## config.mk

```make
export PLATFORM = sky130hd
export DESIGN_NAME = sr_mod_counter
export DESIGN_NICKNAME = d
export VERILOG_FILES = /design/src/rtl/sr_mod_counter.sv
export SDC_FILE = /design/constraint.sdc
export NUM_CORES = 1
export LEC_CHECK = 0
export BUFFER_PORTS_ARGS = -buffer_cell sky130_fd_sc_hd__buf_2
export CAP_MARGIN = 20
export CORE_AREA = 4 4 41 43
export DETAILED_ROUTE_END_ITERATION = 16
export DIE_AREA = 0 0 45 47
export GPL_TIMING_DRIVEN = 0
export SLEW_MARGIN = 10
export SYNTH_ARGS = -nofsm -noshare
export SYNTH_HDL_FRONTEND = slang
export SYNTH_SLANG_ARGS = --single-unit
```

## constraint.sdc

```tcl
create_clock -name clk -period 2.9 [get_ports clk]
set_input_delay 0.87 -clock clk [delete_from_list [all_inputs] [get_ports clk]]
set_output_delay 0.87 -clock clk [all_outputs]
set_load 0.005 [all_outputs]
```

## src/rtl/sr_mod_counter.sv

```systemverilog
// Parametrised up/down modulo counter whose state lives in SR flip-flops.
// Excitation per bit: s = next & ~q, r = ~next & q, so s and r are never both high.
module sr_ff (
  input  logic clk,
  input  logic reset,
  input  logic s,
  input  logic r,
  output logic q
);
  always_ff @(posedge clk or posedge reset) begin
    if (reset) begin
      q <= 1'b0;
    end else begin
      assert (!(s && r)) else $error("sr_ff: s and r asserted together");
      if (s)      q <= 1'b1;
      else if (r) q <= 1'b0;
    end
  end
endmodule

module sr_mod_counter #(
  parameter int WIDTH    = 3,
  parameter int MODULUS  = 8,
  parameter int SATURATE = 0
) (
  input  logic             clk,
  input  logic             reset,
  input  logic             en,
  input  logic             up,
  input  logic             load,
  input  logic [WIDTH-1:0] load_val,
  output logic [WIDTH-1:0] count,
  output logic             tc,
  output logic             ovf
);
  generate
    if (WIDTH < 1 || WIDTH > 16 || MODULUS < 2 || MODULUS > (1 << WIDTH)) begin : g_bad_param
      $error("sr_mod_counter: illegal WIDTH/MODULUS combination");
    end
  endgenerate

  localparam logic [WIDTH:0] MAXV = (WIDTH+1)'(MODULUS - 1);

  // q holds the count bits plus the ovf flag in the MSB; all are SR flip-flops
  logic [WIDTH:0] q, nxt_q, s, r;
  logic [WIDTH:0] cnt_x, lv_x, nxt_x;
  logic           at_max, at_zero;
  logic           unused_msb;

  assign cnt_x   = {1'b0, q[WIDTH-1:0]};
  assign lv_x    = {1'b0, load_val};
  assign at_max  = (cnt_x == MAXV);
  assign at_zero = (cnt_x == '0);

  always_comb begin
    nxt_x = cnt_x;
    if (load) begin
      nxt_x = (lv_x > MAXV) ? MAXV : lv_x;
    end else if (en) begin
      if (up) begin
        if (!at_max)            nxt_x = cnt_x + 1'b1;
        else if (SATURATE == 0) nxt_x = '0;
      end else begin
        if (!at_zero)           nxt_x = cnt_x - 1'b1;
        else if (SATURATE == 0) nxt_x = MAXV;
      end
    end
  end

  // tc flags a boundary attempt this cycle, which is exactly next cycle's ovf
  assign tc         = en & ~load & (up ? at_max : at_zero);
  assign nxt_q      = {tc, nxt_x[WIDTH-1:0]};
  assign unused_msb = nxt_x[WIDTH];

  assign s = nxt_q & ~q;
  assign r = ~nxt_q & q;

  generate
    for (genvar i = 0; i <= WIDTH; i++) begin : g_ff
      sr_ff u_ff (
        .clk   (clk),
        .reset (reset),
        .s     (s[i]),
        .r     (r[i]),
        .q     (q[i])
      );
    end
  endgenerate

  assign count = q[WIDTH-1:0];
  assign ovf   = q[WIDTH];
endmodule

```

Yosys cells after proc, flatten, opt, wreduce, memory -nomap -nowiden
Cells that the tools add are included.
{ "word_totals": {"output_inout_bits": 5, "register_bits": 4, "wordCells": 35, "input_bits": 8} }
{ "classes": {"bitwise": 7, "n_lt_le_gt_ge": 1, "mux": 15, "eq_ne": 1, "addsub": 2, "n_reduce_logical": 5} }
{ "op_table": {"columns": ["cell", "count"], "rows": [
  ["$mux 3", 6],
  ["$mux 1", 9],
  ["$and 4x4->4", 2],
  ["$not 4->4", 2],
  ["$reduce_bool 2->1", 4],
  ["$logic_not 4->1", 1],
  ["$add 3x1->3 const B", 1],
  ["$eq 3x3->1 const B", 1],
  ["$gt 3x3->1 const B", 1],
  ["$sub 3x1->3 const B", 1],
  ["$and 1x1->1", 2],
  ["$not 1->1", 1]
]} }

Logic depth before layout (Yosys ltp)
Gate-level depths: netlist of the first run.
{ "depth": {"depth_word": 9, "ltp_mapped": 7, "ltp_nobuf": 7} }

Modules after synthesis
From an unflattened synthesis of the first run, not the netlist that was laid out.
{ "unflattened": {"hier_cells": 52, "hier_area_um2": 425.4} }
{ "modules_own_cells": {"columns": ["mod", "instances", "area_per_inst_um2", "seq_area_each_um2", "cells_per_inst"], "rows": [
  ["sr_mod_counter", 1, 265.3, 0.0, 36],
  ["sr_ff", 4, 40.0, 25.0, 4]
]} }

Least setup slack after synthesis of the first run
OpenSTA, ideal clock, no wires.
{ "synth_timing": {"kind": "input to output", "from": "in up", "to": "out tc", "path_slack_ps": 676, "required_ps": 2030, "cell_stages": 3, "n_path_buf": 0, "t_arrival_ps": 1354, "cell_sequence": "nor3b_1 > a21oi_1 > nor3_1"} }
{ "synth_via": {"elab_chain_cells": 2} }
{ "synth_lines": {"columns": ["element", "line", "rtl"], "rows": [
  ["start, declared", "29", "input logic up,"],
  ["$mux 1", "71", "assign tc = en & ~load & (up ? at_max : at_zero);"],
  ["$and 1x1->1", "71", null],
  ["end, declared", "33", "output logic tc,"]
]} }
No other way between the ends.

Worst setup path in the final report of the first run
Ends and elaborated chain as after synthesis.

==> metrics, run 1 <==
Critical Path Sink tc; post-cts hold buffer count 0; HPWL after detailed placement 640 um; met1 Usage GRT 0.106; largest registers g_ff.u_ff.q x4; Root Driver clkbuf_4; # IOs 13; max_slew headroom 0.781; Leak 0.277 nW; vias 356; Worst Setup SP up; PostCTS Resize Cnt 0; Pins Over Slew Limit 0; Syn-to-layout area delta 22.6%; area share of the largest cell type after synthesis 0.235; Worst-Skew Late Latency 0.24 ns; commonest non-fill, non-tap cell in the layout buf_2; RSZ-0062 raised after global routing no; number of global-route vias before repair 357; worst hold slack 0.509 ns; worst slew pin tran 0.328 ns; pre-CTS setup slack 0.335 ns; Worst Skew 0.00368 ns; Post-route DRC 0; reg-to-reg slack, setup 0.76 ns; final antenna-violating net count 0; GR met3 Demand/Resource 0.0192; fmax 390 MHz; Reg-to-Reg Start g_ff[0].u_ff.q; Non-Filler Instances 78; M2 GR Usage 0.133; first-pass detailed-route iteration total 4; first-pass GRT wire length 1350 um; Total Nets Final 81; Max H-tree Level 1; Worst EP required 2.03 ns; synth warn 0; post-route setup TNS 0 ns; Inserted Diodes 0; Crit Path Class in2out; die span in x 45 um; Die ar. 0.00212 mm^2; CP Max Fanout 7; number of flops mapped to enable cells by yosys 0; Total Routing Usage GR 0.0895; max reg flops 4; Final Hold Viols 0; Max VDD drop 355 uV; drt total wl 760 um; number of core rows 13; Placeable Area 0.00130 mm^2; CTS Buffer Depth 2; fillers 142; RR Endpoint g_ff[2].u_ff.q; Final period util 0.884; CTS buffer count 3; Worst Setup Start Kind input port; register bank with the most flops g_ff.u_ff.q; via density per instance 4.56; Post-Layout Inst Area 523 um^2; Setup crit end kind output port; IO buf count 11; status finished, final reports clean; CTS tree yes; Worst EP arrival 1.69 ns; syn avg cell area 8.71 um^2; fin worst setup slack 0.336 ns; PD cells 817 mW/mm^2; grt ovf 0; Async SR Flop Fraction 1.00; largest net degree at the start of global routing 10; register area share after synthesis 0.235; dpl cells 75; Tmin final 2.56 ns; share of post-route cells with drive strength above 1 0.349; die height 47 um; most frequent cells in the layout 11 x buf_2, 8 x ha_1, 7 x inv_1, 6 x a21oi_1; Reg clk slew, reported paths 0.04 ns; Mapped Cells 49; post-synth cell types 18; initial antenna violation count 0; max-cap violations 0; GRT Max-Usage Layer met2; Syn Std Cell Area 427 um^2; Initial Util 0.328; Worst R2R Path Depth 7; postcts setup bufs 0; clock net sink count 4; cell taking the most area after synthesis dfrtp_1; syn nets 65; ranking of synthesized cells by area dfrtp_1 23%, ha_1 23%, mux2_2 11%; starting DRC count in detailed routing 5; Hold WC Path Type in2async; # setup viols final 0; post-DR wirelength/cell 9.74 um; Placement Cell Area 500 um^2; Final GP Congestion 0.649; Seq cells post-synth 4; ys flop type dfrtp_1
-- worst min-delay path by stage --
stage	startpoint	endpoint	slack [ns]	cells past startpoint
2_1_floorplan	g_ff[3].u_ff.q	g_ff[3].u_ff.q	0.53	1
3_3_place_gp	g_ff[3].u_ff.q	g_ff[3].u_ff.q	0.51	1
3_5_place_dp	g_ff[3].u_ff.q	g_ff[3].u_ff.q	0.53	1
4_1_cts	reset	g_ff[2].u_ff.q	0.51	2
5_1_grt	reset	g_ff[2].u_ff.q	0.52	2
6_report	reset	g_ff[2].u_ff.q	0.51	2
-- cells by family (layout without fill, tap and decap cells) --
kind of cell	Yosys count	after routing	share of synthesized area
AOI/OAI and AO/OA	11	11	0.164
and+or+nand+nor	11	11	0.138
buffers and inverters	11	25	0.123
adders and majority gates	8	8	0.235
muxes	4	4	0.106
DFF	4	4	0.235
-- critical path, stage by stage --
cell and delay (ns):
buf_2 0.14, nor3b_1 0.23, a21oi_1 0.07, nor3_1 0.22
buf_2 0.17
-- per-layer routing --
layer	share of wire	up-vias
met5	0	-
met4	0.020	0
met3	0.057	2
met2	0.43	12
met1	0.49	149
li1	-	193
-- cell type report --
| class | count | area, um^2 | area share |
|---|---|---|---|
| plain buffers | 4 | 26.3 | 0.0502 |
| clock buffers | 3 | 22.5 | 0.0431 |
| inverters | 7 | 26.3 | 0.0502 |
| multi-input cells | 34 | 274 | 0.524 |
| flip-flops and latches | 4 | 100 | 0.191 |
| well taps | 15 | 18.8 | 0.0359 |
| repair buffers | 11 | 55.1 | 0.105 |
-- cells in the mapped netlist, drive strengths merged, types with 2 or more instances --
library cell / count
mux2: 4
nor3b: 2
buf: 3
nor3: 2
o21ai: 2
inv: 7
nand2: 3
dfrtp: 4
ha: 8
a21oi: 6
-- through the flow --
| stage | total power (W) | util |
|---|---|---|
| finish | 0.000427 | 0.402 |
| global route | 0.000483 | 0.402 |
| CTS | 0.000436 | 0.402 |
| detailed placement | 0.000362 | 0.385 |
| global placement | 0.000356 | 0.385 |
| floorplan | 0.000299 | - |
-- power breakdown --
part           leakage [nW]  switching, W  internal [W]
logic                 0.212      0.000103      0.000143
registers            0.0515     0.0000321     0.0000801
clock network        0.0138     0.0000227     0.0000463
total                 0.277      0.000158      0.000269
Power figures use the tool's default switching activity.
==> run 2: changes to the inputs <==
- CORE_AREA: 4 4 41 43 -> 2 2 39 41
- DIE_AREA: 0 0 45 47 -> 0 0 41 43
==> run 2 against run 1 <==
Against the previous run:
- worst setup slack worse by 0.072 ns
- non-clock buffer count unchanged
- total power about the same
- final cell count up 1.3%
- register-to-register slack about the same
- utilization down 2.3 points
- die area down 17%
- maximum frequency down 2.7%
- largest cell class unchanged
==> metrics, run 2 (synthesis gave the netlist of run 1 again) <==
max-cap violations 0 (unchanged); via density per instance 4.54 (-0.43%); HPWL after detailed placement 619 um (-3.4%); FF+latch area 100 um^2 (unchanged); Worst EP arrival 1.77 ns (+0.08 ns); die height 43 um (-8.5%); PD cells 815 mW/mm^2 (-0.31%); Root Driver clkbuf_4; Syn-to-layout area delta 22.9%; Hold WC Path Type in2async; Die ar. 0.00176 mm^2 (-17%); vias 359 (+0.84%); PostCTS Resize Cnt 0 (unchanged); first-pass GRT wire length 1180 um (-13%); most frequent cells in the layout 11 x buf_2, 8 x ha_1, 7 x inv_1, 6 x a21oi_1; M2 GR Usage 0.141 (+0.00786); Setup crit end kind output port; largest registers g_ff.u_ff.q x4; Total Nets Final 81 (unchanged); Reg clk slew, reported paths 0.04 ns (about the same); Crit Path Class in2out; Max H-tree Level 1 (unchanged); # setup viols final 0 (unchanged); worst slew pin tran 0.308 ns (-0.0203 ns); max_slew headroom 0.793 (+0.0120); post-layout util 0.379 (-0.0231); fillers 151 (+6.3%); CP peak stage delay 0.26 ns (+0.03 ns); Total Routing Usage GR 0.0999 (+0.0104); Inserted Diodes 0 (unchanged); Initial Util 0.308 (-0.0196); # IOs 13 (unchanged); clock net sink count 4 (unchanged); initial antenna violation count 0 (unchanged); CTS tree yes; starting DRC count in detailed routing 1 (-4); post-cts hold buffer count 0 (unchanged); register bank with the most flops g_ff.u_ff.q; GR met3 Demand/Resource 0.0157 (-0.00345); Placeable Area 0.00138 mm^2 (+6.3%); commonest non-fill, non-tap cell in the layout buf_2; status finished, final reports clean; GRT Max-Usage Layer met2; drt total wl 723 um (-4.9%); Leak 0.277 nW (unchanged); grt ovf 0 (unchanged); RSZ-0062 raised after global routing no; Slowest-stage cell, CP nor3_1; IO buf count 11 (unchanged); met1 Usage GRT 0.127 (+0.0219); largest net degree at the start of global routing 10 (unchanged); CTS buffer count 3 (unchanged); die span in x 41 um (-8.9%); Worst EP required 2.03 ns (about the same); final antenna-violating net count 0 (unchanged); CP Max Fanout 7 (unchanged); Post-route DRC 0 (unchanged); Final GP Congestion 0.651 (+0.35%); Top delay family on crit path simple AND/OR/NAND/NOR gates; max reg flops 4 (unchanged); Worst Skew 0.00350 ns (-0.000179 ns); post-route setup TNS 0 ns (unchanged); post-DR wirelength/cell 9.15 um (-6.1%); Tmin final 2.64 ns (+0.0720 ns); Worst-Skew Late Latency 0.23 ns (about the same); fmax 379 MHz (-2.7%); Max VDD drop 426 uV (+20%); first-pass detailed-route iteration total 4 (unchanged); worst path bufs/invs 2 (unchanged); CTS Buffer Depth 2 (unchanged); footprint of the multi-input gates 274 um^2 (unchanged); postcts setup bufs 0 (unchanged); Worst Setup Start Kind input port; share of post-route cells with drive strength above 1 0.349 (unchanged); Final period util 0.909 (+0.0248); crit path cell chain buf_2, nor3b_1, a21oi_1, nor3_1, buf_2; Pins Over Slew Limit 0 (unchanged); number of core rows 14 (+1); Final Hold Viols 0 (unchanged); number of global-route vias before repair 313 (-12%); Crit path top cell by count buf_2
-- run 2: cell counts in the layout (fill, tap and decap cells not counted) --
Identical to the previous run, type by type.
-- run 2: final cells by class --
type | instances | area share
Buffer | 4 | 0.0501
Clock buffer | 3 | 0.0430
Inverter | 7 | 0.0501
Multi-Input combinational cell | 34 | 0.523
Sequential cell | 4 | 0.191
Tap cell | 16 | 0.0382
Timing Repair Buffer | 11 | 0.105
-- run 2: power breakdown --
group	internal, W	switching [W]	total [W]
sequential	0.0000800	0.0000338	0.000114
combinational	0.000143	0.000103	0.000246
clock	0.0000462	0.0000214	0.0000676
-- run 2: final timing paths --
kind	start	end	slack, ns	depth (start not counted)
setup / recovery	up	tc	0.26	5
hold / removal	reset	g_ff[3].u_ff.q	0.51	2
setup reg to reg	g_ff[0].u_ff.q	g_ff[2].u_ff.q	0.75	7
hold reg to reg	g_ff[3].u_ff.q	g_ff[3].u_ff.q	0.53	1
max in group asynchronous	reset	g_ff[0].u_ff.q	2.24	2
min in group clk	g_ff[3].u_ff.q	g_ff[3].u_ff.q	0.53	1
-- run 2: through the flow --
stage / setup WS, ns / cell area [um^2] / power [W] / instances / hold WS [ns]
floorplan: 0.676 / 427 / 0.000299 / 49 / 0.527
global placement: 0.279 / 502 / 0.000356 / 76 / 0.510
detailed placement: 0.259 / 502 / 0.000363 / 76 / 0.524
CTS: 0.252 / 524 / 0.000435 / 79 / 0.505
global route: 0.102 / 524 / 0.000477 / 79 / 0.525
finish: 0.264 / 524 / 0.000427 / 79 / 0.508
-- run 2: routing by layer --
layer / routed length (um) / part of all wire / vias up
met1: 363 / 0.50 / 157
met4: 0 / 0 / 0
met5: 0 / 0 / -
li1: - / - / 195
met2: 329 / 0.46 / 7
met3: 29 / 0.040 / 0
==> run 3: changes to the inputs <==
- ABC_AREA: unset -> 1
==> run 3 against run 2 <==
Against the previous run:
- synthesized cell count is 20% higher
- combinational power increased by 31%
- clock power shrank 2%
- die area unchanged
- critical path depth down 1
- flip-flop and latch count did not move
- worst setup slack better by 0.11 ns
- largest power group unchanged
- clock skew decreased by 0.0016 ns
- maximum frequency grew 4.4%
- synthesized area rose by 0.88%
==> metrics, run 3 <==
Syn-to-layout area delta 23.8%; starting DRC count in detailed routing 1 (unchanged); postcts setup bufs 0 (unchanged); ys flop type dfrtp_1; Final GP Congestion 0.637 (-2.2%); Top delay family on crit path simple AND/OR/NAND/NOR gates; share of post-route cells with drive strength above 1 0.365 (+0.0157); Total Nets Final 92 (+14%); fin worst setup slack 0.375 ns (+0.111 ns); PostCTS Resize Cnt 0 (unchanged); crit path cell chain buf_2, inv_2, nor4_1, buf_2; grt ovf 0 (unchanged); # setup viols final 0 (unchanged); Worst EP required 2.03 ns (about the same); Worst EP arrival 1.66 ns (-0.11 ns); initial antenna violation count 0 (unchanged); Async SR Flop Fraction 1.00 (unchanged); clock net sink count 4 (unchanged); Initial Util 0.311 (+0.00271); pre-CTS setup slack 0.353 ns (+0.0937 ns); worst path bufs/invs 3 (+1); Worst Setup Start Kind input port; fmax 396 MHz (+4.4%); CTS buffer count 3 (unchanged); Post-route DRC 0 (unchanged); status finished, final reports clean; first-pass GRT wire length 1350 um (+15%); CP Max Fanout 5 (-2); Mapped Cells 59 (+20%); count leader, synth nor2_1; Tmin final 2.53 ns (-0.111 ns); CP peak stage delay 0.42 ns (+0.16 ns); Total Routing Usage GR 0.116 (+0.0159); Final Hold Viols 0 (unchanged); Max VDD drop 307 uV (-28%); largest registers g_ff.u_ff.q x4; Setup crit end kind output port; register bank with the most flops g_ff.u_ff.q; cell taking the most area after synthesis dfrtp_1; largest net degree at the start of global routing 7 (-3); dpl cells 87 (+14%); vias 393 (+9.5%); syn nets 75 (+15%); Non-Filler Instances 90 (+14%); top cells by count, synth 10 x nor2_1, 8 x ha_1, 7 x a21oi_1, 7 x inv_1, 5 x nand2_1; commonest non-fill, non-tap cell in the layout buf_2; Worst Skew 0.00193 ns (-0.00157 ns); Seq cells post-synth 4 (unchanged); # IOs 13 (unchanged); post-route setup TNS 0 ns (unchanged); RSZ-0062 raised after global routing no; register area share after synthesis 0.233 (-0.00205); Reg clk slew, reported paths 0.04 ns (about the same); worst slew pin tran 0.426 ns (+0.119 ns); number of core rows 14 (unchanged); die span in x 41 um (unchanged); final antenna-violating net count 0 (unchanged); post-DR wirelength/cell 8.64 um (-5.5%); Die ar. 0.00176 mm^2 (unchanged); Hold WC Path Type in2async; Crit path top cell by count buf_2; number of global-route vias before repair 331 (+5.8%); Worst-Skew Late Latency 0.23 ns (about the same); Inserted Diodes 0 (unchanged); Reg-to-Reg Start g_ff[0].u_ff.q; PD cells 952 mW/mm^2 (+17%); Slowest-stage cell, CP nor4_1; post-cts hold buffer count 0 (unchanged); RR Endpoint g_ff[1].u_ff.q; Pins Over Slew Limit 0 (unchanged); most frequent cells in the layout 12 x buf_2, 10 x nor2_1, 8 x ha_1, 7 x inv_1, 7 x a21oi_1; CTS tree yes; Root Driver clkbuf_4; Placeable Area 0.00138 mm^2 (unchanged); Leak 0.300 nW (+8.3%); ranking of synthesized cells by area dfrtp_1 23%, ha_1 23%, nor2_1 8.7%; max reg flops 4 (unchanged); drt total wl 778 um (+7.6%); syn avg cell area 7.30 um^2 (-16%); CTS Buffer Depth 2 (unchanged); Worst R2R Path Depth 8 (+1); reg-to-reg slack, setup 1.11 ns (+0.36 ns); die height 43 um (unchanged); post-synth cell types 13 (-5); first-pass detailed-route iteration total 3 (-1); Final period util 0.871 (-0.0384); synth warn 0 (unchanged); Crit Path Class in2out; Max H-tree Level 1 (unchanged); max-cap violations 0 (unchanged); number of flops mapped to enable cells by yosys 0 (unchanged); worst hold slack 0.511 ns (+0.00351 ns); max_slew headroom 0.713 (-0.0802); IO buf count 12 (+1); via density per instance 4.37 (-3.9%); area share of the largest cell type after synthesis 0.233 (-0.00205); Syn Std Cell Area 430 um^2 (+0.88%); HPWL after detailed placement 679 um (+9.7%)
-- run 3: power breakdown --
group / switching, W / total [W] / internal [W]
Combinational: 0.000168 / 0.000322 / 0.000154
Sequential: 0.0000320 / 0.000119 / 0.0000871
Clock: 0.0000204 / 0.0000665 / 0.0000461
-- run 3: final cells by class --
type                       count  area (um^2)
buffer                         3         22.5
clock buffer                   3         22.5
fill                         160          851
inverter                      10         37.5
multi-input combinational     42          270
sequential                     4          100
tap                           16         20.0
timing repair buffer          12         60.1
-- run 3: worst max-delay path by stage --
| stage | startpoint | endpoint | slack (ns) | cells after the start |
|---|---|---|---|---|
| 2_1_floorplan | up | tc | 0.73 | 3 |
| 3_3_place_gp | up | tc | 0.35 | 5 |
| 3_5_place_dp | up | tc | 0.35 | 5 |
| 4_1_cts | g_ff[0].u_ff.q | tc | 0.34 | 5 |
| 5_1_grt | g_ff[0].u_ff.q | tc | 0.21 | 5 |
| 6_report | en | tc | 0.37 | 4 |
-- run 3: cell families after synthesis --
| group | after synthesis | synth area share |
|---|---|---|
| AO/OA/AOI/OAI | 13 | 0.186 |
| adder cells (fa/ha/maj) | 8 | 0.233 |
| AND/OR/NAND/NOR | 21 | 0.209 |
| buffers and inverters | 13 | 0.140 |
| flip-flops | 4 | 0.233 |
-- run 3: layer usage --
layer	vias up	wire length [um]	GRT usage
li1	222	-	-
met1	160	356	0.153
met2	9	366	0.156
met3	2	48	0.0157
met4	0	6	0.100
met5	-	0	0
-- run 3: worst reg2reg max path: cells and delay by family (launching register included) --
kind | cells | cell delay, ns
AOI/OAI and AO/OA | 3 | 0.37
and+or+nand+nor | 2 | 0.20
DFF | 1 | 0.42
adders and majority gates | 3 | 0.67
-- run 3: per-stage QoR --
| stage | area [um^2] | utilization | total power [W] |
|---|---|---|---|
| 2_1_floorplan | 430 | - | 0.000369 |
| 3_3_place_gp | 510 | 0.369 | 0.000438 |
| 3_5_place_dp | 510 | 0.369 | 0.000452 |
| 4_1_cts | 533 | 0.385 | 0.000523 |
| 5_1_grt | 533 | 0.385 | 0.000585 |
| 6_report | 533 | 0.385 | 0.000508 |
